==> config.mk <==
export PLATFORM = sky130hd
export DESIGN_NAME = hs_rr_arbiter
export DESIGN_NICKNAME = d
export VERILOG_FILES = /design/src/rtl/hs_arb_pkg.sv /design/src/rtl/hs_rr_pick.sv /design/src/rtl/hs_rr_arbiter.sv
export SDC_FILE = /design/constraint.sdc
export NUM_CORES = 1
export LEC_CHECK = 0
export BUFFER_PORTS_ARGS = -buffer_cell sky130_fd_sc_hd__buf_2
export CORE_ASPECT_RATIO = 1.4
export CORE_UTILIZATION = 50
export CTS_CLUSTER_DIAMETER = 80
export DETAILED_ROUTE_END_ITERATION = 10
export PLACE_DENSITY = 0.89
export SYNTH_ARGS = -nofsm -noshare
export SYNTH_HDL_FRONTEND = slang
export SYNTH_HIERARCHICAL = 1
export SYNTH_SLANG_ARGS = --single-unit
==> constraint.sdc <==
create_clock -name clk -period 4.9 [get_ports clk]
set_input_delay 0.98 -clock clk [delete_from_list [all_inputs] [get_ports clk]]
set_output_delay 0.98 -clock clk [all_outputs]
set_load 0.02 [all_outputs]
==> src/rtl/hs_arb_pkg.sv <==
// hs_arb_pkg: shared types and helpers for the hs_rr_arbiter slice.
// Holds the arbiter FSM encoding and the round-robin pointer wrap.
package hs_arb_pkg;

   typedef enum logic [1:0] {
      IDLE  = 2'd0,
      XFER  = 2'd1,
      STALL = 2'd2
   } arb_state_e;

   // Next pointer after index p, wrapping by compare so that
   // non-power-of-two requester counts stay in range.
   function automatic int unsigned rr_next(
      input int unsigned p,
      input int unsigned nreq
   );
      if (p >= nreq - 1)
         return 0;
      else
         return p + 1;
   endfunction

endpackage

==> src/rtl/hs_rr_pick.sv <==
// hs_rr_pick: rotate-priority selector.
// First valid requester at or after ptr wins, wrapping modulo NREQ.
module hs_rr_pick #(
   parameter int NREQ = 4,
   parameter int IDW  = $clog2(NREQ)
) (
   input  logic [NREQ-1:0] req_valid,
   input  logic [IDW-1:0]  ptr,
   output logic [NREQ-1:0] gnt,
   output logic [IDW-1:0]  gnt_id
);

   int             idx;
   logic [IDW-1:0] sel;

   // Scan from farthest to nearest so the nearest valid one sticks.
   always_comb begin
      gnt    = '0;
      gnt_id = '0;
      idx    = 0;
      sel    = '0;
      for (int k = NREQ - 1; k >= 0; k--) begin
         idx = int'(ptr) + k;
         if (idx >= NREQ)
            idx = idx - NREQ;
         sel = IDW'(idx);
         if (req_valid[sel]) begin
            gnt      = '0;
            gnt[sel] = 1'b1;
            gnt_id   = sel;
         end
      end
   end

endmodule

==> src/rtl/hs_rr_arbiter.sv <==
// hs_rr_arbiter: round-robin share of one busy/valid completer.
// Optional burst lock under macro HS_ARB_LOCK_EN (adds req_lock).
module hs_rr_arbiter #(
   parameter int  NREQ  = 4,
   parameter int  DSIZE = 4,
   localparam int IDW   = $clog2(NREQ)
) (
   input  logic                  clk,
   input  logic                  rstn,
`ifdef HS_ARB_LOCK_EN
   input  logic [NREQ-1:0]       req_lock,
`endif
   input  logic [NREQ-1:0]       req_valid,
   input  logic [NREQ*DSIZE-1:0] req_data,
   output logic [NREQ-1:0]       req_busy,
   input  logic                  cpl_busy,
   output logic                  cpl_valid,
   output logic [DSIZE-1:0]      cpl_data,
   output logic [IDW-1:0]        cpl_id
);

   import hs_arb_pkg::*;

   localparam logic [1:0] ST_IDLE  = IDLE;
   localparam logic [1:0] ST_XFER  = XFER;
   localparam logic [1:0] ST_STALL = STALL;

   logic [IDW-1:0]  ptr;
   logic [1:0]      state;
   logic [1:0]      state_nxt;

   logic [NREQ-1:0] pick_gnt;
   logic [IDW-1:0]  pick_id;
   logic [NREQ-1:0] gnt;
   logic [IDW-1:0]  gnt_id;
   logic            win;
   logic            lock_hit;
   logic [IDW-1:0]  ptr_nxt;

   hs_rr_pick #(
      .NREQ (NREQ),
      .IDW  (IDW)
   ) u_pick (
      .req_valid (req_valid),
      .ptr       (ptr),
      .gnt       (pick_gnt),
      .gnt_id    (pick_id)
   );

`ifdef HS_ARB_LOCK_EN
   logic have_win;

   assign lock_hit = have_win
                   & req_lock[cpl_id]
                   & req_valid[cpl_id];

   // Remember that cpl_id names a real winner since reset.
   always_ff @(posedge clk) begin
      if (!rstn)
         have_win <= 1'b0;
      else if (win)
         have_win <= 1'b1;
   end
`else
   assign lock_hit = 1'b0;
`endif

   // A held lock overrides rotation and re-grants the last winner.
   always_comb begin
      gnt    = pick_gnt;
      gnt_id = pick_id;
      if (lock_hit) begin
         gnt         = '0;
         gnt[cpl_id] = 1'b1;
         gnt_id      = cpl_id;
      end
   end

   assign win = ~cpl_busy & (|req_valid);

   assign req_busy = {NREQ{cpl_busy}}
                   | (req_valid & ~gnt);

   // Locked beats keep the pointer so rotation resumes afterwards.
   always_comb begin
      ptr_nxt = ptr;
      if (win && !lock_hit)
         ptr_nxt = IDW'(rr_next(int'(gnt_id), NREQ));
   end

   // Register the winning beat toward the completer.
   always_ff @(posedge clk) begin
      if (!rstn) begin
         cpl_valid <= 1'b0;
         cpl_data  <= '0;
         cpl_id    <= '0;
         ptr       <= '0;
      end else if (win) begin
         cpl_valid <= 1'b1;
         cpl_data  <= req_data[int'(gnt_id)*DSIZE +: DSIZE];
         cpl_id    <= gnt_id;
         ptr       <= ptr_nxt;
      end else begin
         cpl_valid <= 1'b0;
         cpl_data  <= '0;
      end
   end

   // Next-state: completer stall beats a grant, else idle.
   always_comb begin
      state_nxt = ST_IDLE;
      unique case (1'b1)
         cpl_busy: state_nxt = ST_STALL;
         win:      state_nxt = ST_XFER;
         default:  state_nxt = ST_IDLE;
      endcase
   end

   // State register, observed by checkers only.
   always_ff @(posedge clk) begin
      if (!rstn)
         state <= ST_IDLE;
      else
         state <= state_nxt;
   end

endmodule

; Word level (Yosys, flattened, before mapping)
; Index checks and enable logic that the tools add are counted.
[op_classes]
reduce_logical = 6
bitwise = 5
addsub = 8
order_cmp = 13
muxes = 30
shifts = 1
[ops]
columns = operator, count
row1 = two-way mux 2 bit, 9
row2 = two-way mux 4 bit, 4
row3 = indexed part select 16 x 5 -> 4 bit, 1
row4 = "< comparator 2 x 3 -> 1 bit, second input constant", 4
row5 = "greater-or-equal comparator 3 bit, second input constant", 3
row6 = two-way mux 1 bit, 9
row7 = binary-select mux 1 bit (select 2 bit), 4
row8 = demux 1 bit (select 2 bit), 4
row9 = "greater-or-equal comparator 2 x 1 -> 1 bit, second input constant", 4
row10 = "subtractor 2 x 1 -> 2 bit, second input constant", 4
row11 = "adder 2 x 2 -> 3 bit, second input constant", 2
row12 = bitwise AND 4 bit, 1
row13 = logical AND 1 bit, 4
row14 = NOT 4 bit, 1
row15 = bitwise OR 4 bit, 1
row16 = OR reduction 4 bit, 1
row17 = "adder 2 x 1 -> 3 bit, second input constant", 1
row18 = "greater-or-equal comparator 2 x 3 -> 1 bit, second input constant", 1
row19 = "adder 2 x 1 -> 2 bit, second input constant", 1
row20 = "greater-or-equal comparator 2 bit, second input constant", 1
row21 = AND reduction 2 bit, 1
row22 = bitwise AND 1 bit, 1
row23 = NOT 1 bit, 1
[totals]
input_bits = 23
output_inout_bits = 11
reg_bits = 9
word_cells = 67

; Logic depth before layout (Yosys ltp)
; Gate-level depths: netlist of the first run.
[depth]
depth_word = 14
depth_mapped = 12
ltp_nobuf = 10

; Hierarchy
; The synthesis of the first run kept the hierarchy.
[modules_own_cells]
columns = mod, cells_each, seq_area_each_um2, instances, area_each_um2
row1 = hs_rr_pick, 60, 0.0, 1, 495.5
row2 = hs_rr_arbiter, 44, 180.2, 1, 460.4

; Worst setup path after synthesis of the first run
; Ideal clock, no wire load.
[synth_timing]
kind = input-to-output
from = input port req_valid[2]
to = output port req_busy[1]
path_buffers = 0
slack_ns = 1.404
arrival_ns = 2.516
cell_stages = 6
required_ns = 3.920
cell_sequence = mux4_2 or4_1 a21o_1 o211ai_1 inv_1 a21o_1
[synth_via]
elab_chain_cells = 9
elab_cells_between_ends = 15
cone_classes = mux: 12 / bitwise: 3
[synth_lines]
columns = element, line
row1 = from (decl), hs_rr_arbiter.sv:13  ; input logic [NREQ-1:0] req_valid,
row2 = binary-select mux 1 bit (select 2 bit), hs_rr_pick.sv:27  ; if (req_valid[sel]) begin
row3 = two-way mux 1 bit (implied by the code), hs_rr_pick.sv:27
row4 = two-way mux 4 bit (3 in a row), hs_rr_pick.sv:27
row5 = two-way mux 4 bit (*), hs_rr_pick.sv:27
row6 = net gnt[1], hs_rr_arbiter.sv:34  ; logic [NREQ-1:0] gnt;
row7 = NOT 4 bit (*), hs_rr_arbiter.sv:82  ; | (req_valid & ~gnt);
row8 = bitwise AND 4 bit (*), hs_rr_arbiter.sv:82
row9 = bitwise OR 4 bit (*), hs_rr_arbiter.sv:82
row10 = to (decl), hs_rr_arbiter.sv:15  ; output logic [NREQ-1:0] req_busy,
; The timed path passes the listed nets; every way through them passes the cells marked *. The select of a mux whose other input is x is not followed.

; Worst setup path in the final report of the first run
[layout_timing]
from = register ptr[1]
to = output port req_busy[1]
[layout_via]
elab_chain_cells = 14
elab_cells_between_ends = 50
cone_classes = add/sub: 7 / order compare: 12 / mux: 24 / bitwise: 3 / reduce/logical: 4
[layout_lines]
columns = element, line
row1 = from (decl), hs_rr_arbiter.sv:28  ; logic [IDW-1:0] ptr;
row2 = from (signal assigned), hs_rr_arbiter.sv:102  ; ptr <= ptr_nxt;
row3 = adder 2 x 2 -> 3 bit, hs_rr_pick.sv:23  ; idx = int'(ptr) + k;
row4 = greater-or-equal comparator 3 bit or subtractor 2 x 1 -> 2 bit (tied branches), "hs_rr_pick.sv:24, hs_rr_pick.sv:25"
row5 = two-way mux 2 bit, hs_rr_pick.sv:24  ; if (idx >= NREQ)
row6 = < comparator 2 x 3 -> 1 bit (implied by the code) or greater-or-equal comparator 2 x 1 -> 1 bit (tied branches), hs_rr_pick.sv:29  ; gnt[sel] = 1'b1;
row7 = logical AND 1 bit (implied by the code), hs_rr_pick.sv:29
row8 = two-way mux 1 bit (implied by the code), hs_rr_pick.sv:29
row9 = demux 1 bit (select 2 bit), --
row10 = two-way mux 4 bit (3 in a row), hs_rr_pick.sv:27
row11 = two-way mux 4 bit (*), hs_rr_pick.sv:27
row12 = net gnt[1], hs_rr_arbiter.sv:34
row13 = NOT 4 bit (*), hs_rr_arbiter.sv:82
row14 = bitwise AND 4 bit (*), hs_rr_arbiter.sv:82
row15 = bitwise OR 4 bit (*), hs_rr_arbiter.sv:82
; Marked as above.

==> results.yml, run 1 <==
layout:
  nets: 171
  area_delta_synth_final_pct: 19.5
  antenna_cells: 0
  fillers: 159
  fin_cells: 158
  layout-drive-gt1-share: 0.355
  postLayoutCellArea_um2: 1140
power_and_ir_drop:
  p_per_area_nw_per_um2: 457
  power.static_leakage_uw: 0.000544
  peakVddDrop_uv: 251
critical_path:
  critPathLaunchType: "flop"
  worst-path-max-fanout: 11
  crit_type: "reg -> out"
  critPathCaptureType: "primary output"
  required_ps: 3920
  path_cells: "inv_1 > ha_1 > mux4_2 > or4_1 > a21o_1 > o211ai_1 > inv_1 > a21o_1 > buf_2"
  max_stage_delay_ps: 580
  critPathSlowestCell: "dfxtp_1"
  cp.arrival_ps: 3170
clocking:
  cts.sinks: 9
  cts_tree: "yes"
  cts_buffer_depth: 2
  ctsHoldBuffers: 0
  cts.clk_slew.worst_paths_ps: 60
  root_buffer: "clkbuf_4"
  cts_setup_buffers: 0
  post_cts_resized: 0
  clkLatencyLatePin_ps: 270
  cts_buffers: 3
  htree_levels: 1
synth:
  synth_area_per_cell_um2: 9.19
  yosysTopAreaCellShare: 0.188
  syn-num-nets: 136
  syn_inst: 104
  synth-seq-cells: 9
  synthFlopType: "dfxtp_1"
  async_reset_ff_frac: 0
  ys_seq_area_frac: 0.188
  yosysWarnings: 6
  synth_commonest_cells: "dfxtp_1, ha_1, nand2_1"
  synth_area_um2: 956
  yosysUniqueCellTypes: 36
  synth_area_leaders: "dfxtp_1, ha_1, mux4_2"
  synth_edf_count: 0
  synth_top_area_cell: "dfxtp_1"
place:
  dp_cells: 154
  place_ws_ps: 1080
  hpwlAfterDp_um: 1850
  port_buffers: 33
  place.gp.congestion: 0.949
  placed_area_um2: 1120
flow_run:
  maxCapViolations: 0
floorplan:
  dieArea_um2: 2090
  die_x_um: 39.0
  num_rows: 18
  die_y_um: 53.7
  pin_count: 34
  coreArea_um2: 1780
  start_util: 0.537
timing:
  hold_violations: 0
  min_period_ps: 4150
  relSlewSlack: 0.441
  rsz0062_at_grt: "false"
  drv_slew: 0
  worst_pin_slew_ps: 829
  fin_setup_tns_ps: 0
  clock-skew-final_ps: 1.04
  setup_viol: 0
  setup_ws_ps: 750
  max_freq_mhz: 241
  timing.final.crit_share: 0.847
grt:
  overflow: 0
  grt_pass1_wl_um: 3880
  grt_max_degree: 14
  grt_pass1_vias: 917
  grt_use_total: 0.264
  antenna_found_initial: 0
route:
  drtIter0Drc: 34
  via_count: 971
  drtPass1Iterations: 5
  routed_wl_um: 2380
  routed_via_density: 6.15
  wl_per_cell_um: 15.0
  route.antenna.remaining_nets: 0
  drc: 0
hold_path:
  hold_class: "reg -> reg"
status:
  status: "completed"
[critical path, delay by kind of cell (launching register included)]
family | cells | cell delay (ps)
flops | 1 | 580
simple gates | 1 | 520
fa+ha+maj | 1 | 500
buf+inv | 3 | 460
mux | 1 | 430
compound gates | 3 | 400
[layer usage]
layer  part of all wire  wire length [um]  track usage
met1               0.37               870        0.261
met4              0.035                84        0.138
met5                  0                 0            0
met2               0.54              1270        0.508
met3              0.063               149       0.0331
[worst paths after layout]
path                                start          end  slack, ps  cells past startpoint
worst max-delay path               ptr[1]  req_busy[1]        750                      9
worst max register to register     ptr[0]  cpl_data[0]       1750                      7
worst min-delay path            cpl_id[0]    cpl_id[0]        470                      2
worst min register to register  cpl_id[0]    cpl_id[0]        470                      2
[through the flow]
stage	hold slack [ps]	power, uW	utilization
after floorplan	512	398	-
after global placement	442	443	0.627
after detailed placement	465	457	0.627
after CTS	473	518	0.642
after global routing	510	568	0.642
final	466	522	0.642
[cell families (layout without fill, tap and decap cells)]
family | after synthesis | count (layout) | synth area share
multiplexers | 16 | 16 | 0.253
AND/OR/NAND/NOR | 36 | 36 | 0.207
flip-flops | 9 | 9 | 0.188
adder cells (fa/ha/maj) | 9 | 9 | 0.118
AO/OA/AOI/OAI | 23 | 23 | 0.168
buffers and inverters | 11 | 45 | 0.0668
[sequential cells by signal (all words and copies together), names as in the netlist]
| register | flops |
|---|---|
| ptr | 2 |
| cpl_id | 2 |
| cpl_data | 4 |
| cpl_valid | 1 |
[cell type report]
class	instances	area, um^2	share of cell area
sequential	9	180	0.158
multi-input combinational	84	712	0.623
tap	20	25.0	0.0219
inverter	7	26.3	0.0230
timing repair buffer	34	173	0.151
clock buffer	4	26.3	0.0230
[layout by cell type, fill, tap and decap left out, drive strengths merged, types with 2 or more instances in the layout]
master / synthesis / layout
a21o: 6 / 6
a21oi: 3 / 3
a22oi: 3 / 3
a31oi: 3 / 3
and3: 5 / 5
buf: 3 / 34
clkbuf: 1 / 4
dfxtp: 9 / 9
ha: 9 / 9
inv: 7 / 7
mux2: 2 / 2
mux2i: 8 / 8
mux4: 6 / 6
nand2: 9 / 9
nand3: 2 / 2
nand4: 5 / 5
nor2: 6 / 6
o22ai: 2 / 2
[power breakdown]
| group | total [uW] | switching [uW] | internal, uW | leakage (uW) |
|---|---|---|---|---|
| registers | 102 | 14.0 | 88.0 | 0.0000740 |
| clock network | 58.4 | 27.0 | 31.5 | 0.0000150 |
| logic | 361 | 201 | 160 | 0.000455 |
| total | 522 | 242 | 280 | 0.000544 |
(Power assumes the default switching activity.)
==> run 2, diff against run 1 <==
--- a/config.mk
+++ b/config.mk
@@ -5,12 +5,13 @@
 export SDC_FILE = /design/constraint.sdc
 export NUM_CORES = 1
 export LEC_CHECK = 0
+export ABC_AREA = 1
 export BUFFER_PORTS_ARGS = -buffer_cell sky130_fd_sc_hd__buf_2
 export CORE_ASPECT_RATIO = 1.4
-export CORE_UTILIZATION = 50
+export CORE_UTILIZATION = 45
 export CTS_CLUSTER_DIAMETER = 80
 export DETAILED_ROUTE_END_ITERATION = 10
-export PLACE_DENSITY = 0.89
+export PLACE_DENSITY = 0.84
 export SYNTH_ARGS = -nofsm -noshare
 export SYNTH_HDL_FRONTEND = slang
 export SYNTH_HIERARCHICAL = 1
==> constraint.sdc (replaced) <==
create_clock -name clk -period 3.55 [get_ports clk]
set_input_delay 0.71 -clock clk [delete_from_list [all_inputs] [get_ports clk]]
set_output_delay 0.71 -clock clk [all_outputs]
set_load 0.02 [all_outputs]
==> run 2 against run 1 <==
Setup slack got worse by 230 ps. Cell count rose by 44%. Utilization fell by 6.8 points. Flip-flop and latch count unchanged. Register-to-register slack worse by 820 ps. Sequential power rose by 32%. Clock power up 39%.
==> results.yml, run 2 <==
status:
  status: "completed"
critical_path:
  critPathCaptureType: "primary output"
  critPathLaunchType: "flop"
  cp.arrival_ps: 2320
  crit_type: "reg -> out"
  worst-path-max-fanout: 12
  required_ps: 2840
route:
  drc: 0
  via_count: 1133
  routed_wl_um: 2340
  drtPass1Iterations: 4
  drtIter0Drc: 23
  wl_per_cell_um: 10.3
  route.antenna.remaining_nets: 0
  routed_via_density: 4.97
synth:
  yosysTopAreaCellShare: 0.176
  synth-seq-cells: 9
  synth_area_um2: 1020
  async_reset_ff_frac: 0
  synth_most_common_cell: "nand2_1"
  synth_area_per_cell_um2: 6.03
  syn-num-nets: 202
  synth_edf_count: 0
  synthFlopType: "dfxtp_1"
  yosysUniqueCellTypes: 20
  synth_area_leaders: "dfxtp_1, nand2_1, ha_1"
  synth_commonest_cells: "nand2_1, inv_1, nand3_1"
  yosysWarnings: 6
  syn_inst: 170
  ys_seq_area_frac: 0.176
  synth_top_area_cell: "dfxtp_1"
power_and_ir_drop:
  p_per_area_nw_per_um2: 558
  p_clk_frac: 0.118
  combPwrFrac: 0.686
  swShare: 0.523
  p_seq_frac: 0.196
  netSwitchingPower_uw: 361
  peakVddDrop_uv: 318
  power.static_leakage_uw: 0.000738
  intPower_uw: 329
floorplan:
  pin_count: 34
  coreArea_um2: 2150
  num_rows: 20
  dieArea_um2: 2470
  die_y_um: 58.5
  die_x_um: 42.3
  start_util: 0.476
timing:
  min_period_ps: 3030
  drv_slew: 0
  fin_setup_tns_ps: 0
  rsz0062_at_grt: "false"
  hold_violations: 0
  relSlewSlack: 0.637
  timing.final.crit_share: 0.855
  clock-skew-final_ps: 1.76
  setup_viol: 0
  max_freq_mhz: 330
  worst_pin_slew_ps: 541
flow_run:
  maxCapViolations: 0
place:
  place.gp.congestion: 1.04
  dp_cells: 224
  placed_area_um2: 1210
  port_buffers: 33
  hpwlAfterDp_um: 1920
grt:
  grtUsageMet1: 0.222
  grt.busiest_layer: "met2"
  grt_pass1_wl_um: 4110
  grt_use_met2: 0.402
  grt_use_total: 0.208
  grt_pass1_vias: 1048
  grt_max_degree: 14
  antenna_found_initial: 0
  overflow: 0
  use_met3: 0.0215
layout:
  nets: 239
  fillers: 233
  layout-drive-gt1-share: 0.291
  postLayoutCellArea_um2: 1230
  antenna_cells: 0
  fin_cells: 228
  final_cell_mix: "nand2_1, buf_2, inv_1"
  largest_reg_flops: 4
  area_delta_synth_final_pct: 20.5
  final_common_cell: "nand2_1"
  largest-register: "cpl_data"
  top_regs: "cpl_data: 4 flops, cpl_id: 2 flops, ptr: 2 flops"
  final_util: 0.574
clocking:
  clkLatencyLatePin_ps: 260
  cts_buffer_depth: 2
  ctsHoldBuffers: 0
  cts_tree: "yes"
  htree_levels: 1
  post_cts_resized: 0
  cts.clk_slew.worst_paths_ps: 60
  root_buffer: "clkbuf_4"
  cts.sinks: 9
  cts_buffers: 3
  cts_setup_buffers: 0
hold_path:
  hold_class: "reg -> reg"
==> run 2: cell type report <==
type | count | area, um^2 | area share
clock buffers | 4 | 26.3 | 0.0213
repair buffers | 34 | 173 | 0.140
flip-flops and latches | 9 | 180 | 0.146
inverters | 33 | 134 | 0.108
well taps | 22 | 27.5 | 0.0223
multi-input cells | 126 | 694 | 0.562
==> run 2: layer usage <==
metal  vias to the layer above  wire length, um
li1                        596                -
met4                         0               89
met3                         8              115
met2                        41             1210
met5                         -                0
met1                       488              921
==> run 2: final timing paths <==
| check | cells after the start | slack (ps) | end | startpoint |
|---|---|---|---|---|
| max | 12 | 520 | req_busy[3] | ptr[0] |
| min | 2 | 480 | cpl_id[0] | cpl_id[0] |
| min reg2reg | 2 | 480 | cpl_id[0] | cpl_id[0] |
| max reg2reg | 13 | 930 | ptr[1] | ptr[0] |
==> run 2: per-stage QoR <==
stage / setup slack, ps / hold slack, ps / total power [uW]
floorplan: 790 / 573 / 511
global placement: 837 / 463 / 609
detailed placement: 803 / 469 / 609
CTS: 511 / 483 / 691
global route: 294 / 501 / 761
finish: 516 / 478 / 689
==> run 2: worst max-delay path: stages (launching register included) <==
cell and delay (ps):
dfxtp_1 550, inv_2 180, ha_1 370, inv_1 100, nand3_2 110, nand2_4 120, inv_4 60, nand3_1 60
nand2_1 50, nor2_1 90, nor2_1 40, o21ai_0 140, buf_2 180
==> run 2: cell families (layout without fill, tap and decap cells) <==
| logic type | after synthesis | after routing | synth area share |
|---|---|---|---|
| simple gates | 97 | 97 | 0.470 |
| flops | 9 | 9 | 0.176 |
| compound gates | 20 | 20 | 0.0977 |
| fa+ha+maj | 9 | 9 | 0.110 |
| buf+inv | 35 | 71 | 0.147 |
==> run 2: power by group through the flow <==
stage	Combinational [uW]	Sequential, uW	Clock [uW]
3_3_place_gp	471	138	0
2_1_floorplan	360	151	0
5_1_grt	539	138	83.4
3_5_place_dp	472	137	0
6_report	473	135	81.3
4_1_cts	474	136	81.5
